$ cat src/rtl/demux_pkg.sv
// Shared widths and the select-to-bit index map used by the 1:32 demux and the matching 32:1 mux.
package demux_pkg;

    localparam int SEL_W  = 5;
    localparam int DATA_W = 32;

    // Mux-compatible map reverses the 8-bit group order: idx = (3 - s[4:3])*8 + s[2:0].
    function automatic logic [SEL_W-1:0] sel_to_idx(input logic [SEL_W-1:0] sel, input logic mux_map);
        logic [1:0] grp;
        grp = 2'd3 - sel[4:3];
        return mux_map ? {grp, sel[2:0]} : sel;
    endfunction

endpackage

$ cat src/rtl/v1to32demux_reg_sel_map.sv
// Select -> one-hot write strobe: a 2:4 group decode feeding four 3:8 row decoders.
module _2to4decoder (
    input  logic [1:0] a,
    input  logic       en,
    output logic [3:0] y
);
    always_comb begin
        y = '0;
        if (en) y[a] = 1'b1;
    end
endmodule

module demux_sel_map
    import demux_pkg::*;
#(
    parameter bit MUX_MAP = 1'b1
) (
    input  logic [SEL_W-1:0]  sel,
    input  logic              en,
    output logic [DATA_W-1:0] strobe
);
    logic [3:0] grp;

    _2to4decoder u_grp (
        .a  (sel[4:3]),
        .en (en),
        .y  (grp)
    );

    for (genvar g = 0; g < 4; g++) begin : g_row
        // Row placement comes from the shared map so decode and reference cannot drift apart.
        localparam logic [SEL_W-1:0] BASE = sel_to_idx(SEL_W'(g * 8), MUX_MAP);
        logic [7:0] row;
        always_comb begin
            row = '0;
            if (grp[g]) row[sel[2:0]] = 1'b1;
        end
        assign strobe[BASE +: 8] = row;
    end
endmodule

$ cat src/rtl/v1to32demux_reg.sv
// Registered 1:32 demultiplexer with auto pointer, frame-full handshake and sticky overrun flag.
module v1to32demux_reg
    import demux_pkg::*;
#(
    parameter bit MUX_MAP = 1'b1
) (
    input  logic              CLK,
    input  logic              RST_N,
    input  logic              DIN,
    input  logic [SEL_W-1:0]  DS,
    input  logic              DMODE,
    input  logic              DEN,
    output logic              DRDY,
    input  logic              DACK,
    input  logic              DCLR,
    output logic [DATA_W-1:0] DOUT,
    output logic              DFULL,
    output logic [SEL_W-1:0]  DPTR,
    output logic              DERR
);
    // Write handshake: a bit is taken on an edge where DEN & DRDY are both high and DCLR is low;
    // DRDY depends only on registered frame state, never on DEN.
    logic [DATA_W-1:0] dout_q, mask_q, strobe, mask_next;
    logic [SEL_W-1:0]  dptr_q, sel;
    logic              dfull_q, derr_q, accept;

    assign DRDY   = ~dfull_q;
    assign accept = DEN & DRDY & ~DCLR;
    assign sel    = DMODE ? dptr_q : DS;

    demux_sel_map #(.MUX_MAP(MUX_MAP)) u_sel_map (
        .sel    (sel),
        .en     (accept),
        .strobe (strobe)
    );

    assign mask_next = mask_q | strobe;

    always_ff @(posedge CLK) begin
        if (!RST_N || DCLR) begin
            dout_q  <= '0;
            mask_q  <= '0;
            dptr_q  <= '0;
            dfull_q <= 1'b0;
            derr_q  <= 1'b0;
        end else begin
            dout_q <= (dout_q & ~strobe) | (strobe & {DATA_W{DIN}});
            if (DEN && !DRDY) derr_q <= 1'b1;
            if (dfull_q && DACK) begin
                mask_q  <= '0;
                dptr_q  <= '0;
                dfull_q <= 1'b0;
            end else begin
                mask_q  <= mask_next;
                dfull_q <= &mask_next;
                if (accept && DMODE) dptr_q <= dptr_q + 5'd1;
            end
        end
    end

    assign DOUT  = dout_q;
    assign DFULL = dfull_q;
    assign DPTR  = dptr_q;
    assign DERR  = derr_q;
endmodule
$ cat config.mk
export PLATFORM = sky130hd
export DESIGN_NAME = v1to32demux_reg
export DESIGN_NICKNAME = d
export VERILOG_FILES = /design/src/rtl/demux_pkg.sv /design/src/rtl/v1to32demux_reg_sel_map.sv /design/src/rtl/v1to32demux_reg.sv
export SDC_FILE = /design/constraint.sdc
export NUM_CORES = 1
export LEC_CHECK = 0
export BUFFER_PORTS_ARGS = -buffer_cell sky130_fd_sc_hd__buf_4
export CORE_MARGIN = 2
export CORE_UTILIZATION = 33
export CTS_BUF_LIST = sky130_fd_sc_hd__clkbuf_8
export DETAILED_ROUTE_END_ITERATION = 12
export GPL_ROUTABILITY_DRIVEN = 0
export GPL_TIMING_DRIVEN = 0
export PLACE_DENSITY = 0.61
export SYNTH_ARGS = -nofsm -noshare
export SYNTH_HDL_FRONTEND = slang
export SYNTH_HIERARCHICAL = 1
export SYNTH_SLANG_ARGS = --single-unit
$ cat constraint.sdc
create_clock -name CLK -period 2.55 [get_ports CLK]
set_clock_uncertainty 0.2 [all_clocks]
set_input_delay 0.1275 -clock CLK [delete_from_list [all_inputs] [get_ports CLK]]
set_output_delay 0.1275 -clock CLK [all_outputs]
set_load 0.03 [all_outputs]
==> metrics, run 1 <==
placed cells=457; fin crit share=105%; crit path launch=DFULL; DR DRC count=0; LEAKAGE=1.42 nW; Mapped Cells=299; Startpoint Class=flop; half-perimeter wire length after placement=4810 um; dominant synthesized flop cell=dfxtp_1; Final min period=2.68 ns; Psw=0.488 mW; WL per Instance=14.4 um; slack of the worst reg-to-reg path=-0.13 ns; Yosys top cell area share=49.2%; 1st-pass router iterations=4; VDD IR max=0.200 mV; Slowest-stage cell, CP=or4_1; Mapped Avg Cell Area=9.65 sq um; Final Hold Vio Count=0; worst skew pair latency=0.35 ns; GRT overflow=0; H-Tree Depth=3; setup violators final=1; Ys Warns=6; Final nets=381; WP data required=2.63 ns; failing checks=negative setup slack; worst flop-to-flop path startpoint=DFULL; Worst path max stage delay=0.51 ns; largest net degree at the start of global routing=12; gr usage total=15.2%; antenna violations before repair=0; worst path arrival time=2.76 ns; flops & latches, synth=71; CP Cell Sequence=or3b_4 > inv_2 > and3b_2 > and4b_1 > nor2_1 > or4_1 > or4_4 > nor3_2; TritonCTS Buffers=9; final std cells w/o fill=481; drt initial violations=98; commonest cells after routing, fill and taps aside=102 x nor2_1, 70 x dfxtp_1, 59 x buf_4, 33 x mux2i_1; DP Worst Slack=-0.381 ns; Cell Rows=34; Max Cap Viol=0; Die ar.=0.00951 sq mm; initial cell density of the core=33.6%; port bufs=50; DR vias=2273; io pins=52; Die Width=97.5 um; worst min path class=primary input to flop; Pwr Total=2.17 mW; core area=0.00859 sq mm; status=finished, violations left; Crit Path Class=flop to flop; Critical R2R Capture=DFULL; CTS Buffer Depth=2; die height=97.5 um; Worst setup EP type=flop; Comb power frac=6.1%; layout cells sized above 1=29.5%; n_diodes=0; final setup margin=-0.132 ns; Reg2Reg Depth=8; Internal Pwr Total=1.69 mW; Area contributors post-synth=dfxtp_1 49%, nor2_1 13%, mux2i_1 11%, and4bb_2 5.2%, and4b_1 4.2%; Rel. slew slack=65.7%; Reg clk slew, reported paths=0.07 ns; Clk pwr share=42.8%; Async S/R FF share, synth=0%; Fill cells=854; Post-synth EDFFs=0; clk root buf=clkbuf_8; Pwr per Cell Area=584 mW/mm^2; actual slew at the worst max-slew pin=0.509 ns; CTS tree=yes; first-pass GRT wire length=11200 um; Max FO, Critical Path=8; mapped cell area=0.00289 sq mm; clk sinks=71; Fmax achieved=0.373 GHz; Switching Fraction=22.4%; Detail Route Antenna Nets=0; number of global-route vias before repair=2174; RSZ-0062 raised after global routing=true; Hold Slack=0.0763 ns; cell taking the most area after synthesis=dfxtp_1; Synth Net Count=312; sequential-to-total area share from yosys stat=49.2%; Routed WL=6910 um; leading cell type in the layout, fill and taps excluded=nor2_1; Slew Limit Fails=0; Netlist cell types=32; vias per inst=4.73; sequential share of power=51.1%; end point of the critical path=DFULL; growth of design area from synthesis to finish=29.0%
[worst min-delay path by stage]
| stage | startpoint | to | slack [ns] | cells past startpoint |
|---|---|---|---|---|
| final | RST_N | flop | 0.08 | 4 |
| after global routing | DEN | DPTR[0] | 0.11 | 4 |
| after CTS | RST_N | flop | 0.08 | 4 |
| after detailed placement | DEN | DERR | 0.19 | 3 |
| after global placement | DEN | DERR | 0.18 | 3 |
| after floorplan | DEN | DERR | 0.07 | 2 |
[area by class of cell]
type / count / area [sq um] / share of cell area (%)
sequential: 71 / 1430 / 38.3
multi-input combinational: 204 / 1400 / 37.6
timing repair buffer: 58 / 443 / 11.9
clock buffer: 12 / 165 / 4.44
tap: 108 / 135 / 3.63
buffer: 21 / 101 / 2.72
clock inverter: 4 / 43.8 / 1.18
inverter: 3 / 11.3 / 0.302
[metal layers]
metal | track usage, % | part of all wire (%) | wire, um
met3 | 3.96 | 4.0 | 274
met1 | 19.6 | 47 | 3250
met2 | 23.1 | 46 | 3210
met4 | 8.33 | 2.5 | 176
met5 | 0 | 0 | 0
[stage by stage]
step	area [sq um]	TNS, ns	util (%)
floorplan	2890	-0.0727	-
global placement	3400	-0.374	39.6
detailed placement	3400	-0.381	39.6
CTS	3710	-0.132	43.2
global route	3720	-0.244	43.3
finish	3720	-0.132	43.3
[worst max-delay path, delay by kind of cell (launching register included)]
kind | cells | cell delay [ns]
simple gates | 7 | 1.99
flops | 1 | 0.35
buf+inv | 1 | 0.08
[cells by family after synthesis]
group                    after synthesis  synth area share, %
AO/OA/AOI/OAI                          3                0.607
XOR/XNOR                               4                 1.21
adder cells (fa/ha/maj)                1                0.433
buffers and inverters                 24                 3.81
flip-flops                            71                 49.2
multiplexers                          37                 13.0
AND/OR/NAND/NOR                      159                 31.7
[timing repair]
action / 4_1_cts / 5_1_grt
setup buffers: 5 / 0
gates cloned: 0 / 0
hold buffers: 3 / 0
pin swaps: 1 / 0
hold endpoints to repair: 4 / 0
setup endpoints to repair: 1 / 1
resized for setup: 6 / 3
[power groups by stage]
stage          Combinational, mW  Sequential (mW)  Clock, mW
4_1_cts                    0.130             1.11      0.959
6_report                   0.132             1.11      0.932
2_1_floorplan             0.0753             1.14          0
5_1_grt                    0.144             1.11       1.01
3_5_place_dp               0.121             1.14          0
3_3_place_gp               0.119             1.14          0
[synthesized netlist by cell type (2+ instances only)]
cell	number
nor3_1	2
and4_1	4
clkbuf_1	8
xnor2_1	3
buf_1	3
nor2_1	102
dfxtp_1	71
buf_4	3
nand2_1	5
or4_1	2
nor4_1	6
and4bb_2	12
inv_1	3
mux2i_1	33
and3b_1	2
buf_2	7
mux2_2	4
nor4b_2	4
and4b_1	12
Note: power is estimated with default switching activity, not from simulation.
==> run 2, diff against run 1 <==
- CORE_ASPECT_RATIO: default -> 0.8
==> run 2 against run 1 <==
- the flow still finishes with violations (negative setup slack)
- largest cell class unchanged
- register-to-register slack is essentially flat
- worst setup slack lost 0.010 ns
- routed wire length shrank 0.49%
==> metrics, run 2 (synthesis results as in run 1) <==
Pwr Total=2.19 mW; TritonCTS Buffers=9; largest net degree at the start of global routing=13; area of the multi-input gates=0.00140 sq mm; port bufs=50; actual slew at the worst max-slew pin=0.552 ns; sequential share of power=50.8%; DP Worst Slack=-0.420 ns; layout cells sized above 1=29.9%; clk sinks=71; setup violators final=1; Fin Setup TNS=-0.143 ns; Crit Path Class=flop to flop; CTS tree=yes; Fmax achieved=0.371 GHz; final setup margin=-0.143 ns; Max FO, Critical Path=10; initial cell density of the core=34.0%; Worst setup EP type=flop; status=finished, violations left; vias per inst=4.69; Switching Fraction=22.5%; clk root buf=clkbuf_8; CTS Buffer Depth=2; Max Cap Viol=0; antenna violations before repair=0; half-perimeter wire length after placement=4860 um; first-pass GRT wire length=11000 um; WP data required=2.63 ns; WL per Instance=14.1 um; Cell Rows=30; fin crit share=106%; 1st-pass router iterations=4; Internal Pwr Total=1.69 mW; Psw=0.493 mW; Clk pwr share=43.1%; Routed WL=6880 um; RSZ-0062 raised after global routing=true; number of global-route vias before repair=2075; Detail Route Antenna Nets=0; worst path arrival time=2.77 ns; drt initial violations=95; H-Tree Depth=3; Final nets=382; VDD IR max=0.269 mV; worst skew pair latency=0.35 ns; LEAKAGE=1.41 nW; io pins=52; commonest cells after routing, fill and taps aside=102 x nor2_1, 70 x dfxtp_1, 59 x buf_4, 33 x mux2i_1; failing checks=negative setup slack; Fill cells=870; Final min period=2.69 ns; growth of design area from synthesis to finish=29.6%; Startpoint Class=flop; GRT overflow=0; Comb power frac=6.1%; DR vias=2278; n_diodes=0; die height=87.7 um; Die Width=109 um; FF/Latch Area=0.00143 sq mm; leading cell type in the layout, fill and taps excluded=nor2_1; Reg clk slew, reported paths=0.07 ns; Final Hold Vio Count=0; Slew Limit Fails=0; worst min path class=primary input to flop; Pwr per Cell Area=584 mW/mm^2; core area=0.00848 sq mm; Die ar.=0.00952 sq mm; DR DRC count=0; Rel. slew slack=62.8%; gr usage total=15.2%
-- run 2: final timing paths --
kind	cells past startpoint	slack, ns	end	start
min reg2reg	2	0.25	mask_q[2]	mask_q[2]
min	4	0.1	DERR	RST_N
max	8	-0.14	DFULL	DPTR[2]
max reg2reg	8	-0.14	DFULL	DPTR[2]
-- run 2: area by class of cell --
type / instances / share of cell area [%]
sequential: 71 / 38.1
tap: 112 / 3.74
timing repair buffer: 59 / 12.0
clock buffer: 12 / 4.41
buffer: 21 / 2.64
inverter: 3 / 0.301
clock inverter: 4 / 1.40
multi-input combinational: 204 / 37.4
-- run 2: critical path: stages (launching register included) --
cell and delay (ns):
dfxtp_1 0.39, nand2_1 0.11, o21ai_0 0.24, buf_2 0.33, and4b_1 0.25, nor2_1 0.06, or4_1 0.51, or4_4 0.43
nor3_2 0.10
-- run 2: routing by layer --
metal	up-vias	wire length, um	GRT usage (%)
li1	1172	-	-
met1	1042	3490	21.8
met2	62	2880	21.9
met3	2	485	5.13
met4	0	22	3.50
met5	-	0	0
-- run 2: stage by stage --
step           util [%]  hold WS, ns  instances  area (sq um)
3_5_place_dp       40.2        0.184        461          3410
4_1_cts            44.0        0.104        485          3730
3_3_place_gp       40.2        0.183        461          3410
5_1_grt            44.1        0.126        486          3740
2_1_floorplan         -       0.0722        299          2890
6_report           44.1       0.0998        486          3740
-- run 2: power groups by stage --
stage | sequential (mW) | combinational [mW] | clock, mW
global placement | 1.14 | 0.120 | 0
finish | 1.11 | 0.133 | 0.942
floorplan | 1.14 | 0.0753 | 0
detailed placement | 1.14 | 0.121 | 0
CTS | 1.11 | 0.132 | 0.970
global route | 1.11 | 0.143 | 1.02
-- run 2: timing repair --
action | CTS | global route
pin swaps | 2 | 0
hold endpoints to repair | 4 | 0
cloned | 0 | 0
endpoints found under the setup margin | 1 | 1
gates resized for setup | 7 | 0
hold buffers | 3 | 0
buffers inserted | 5 | 1
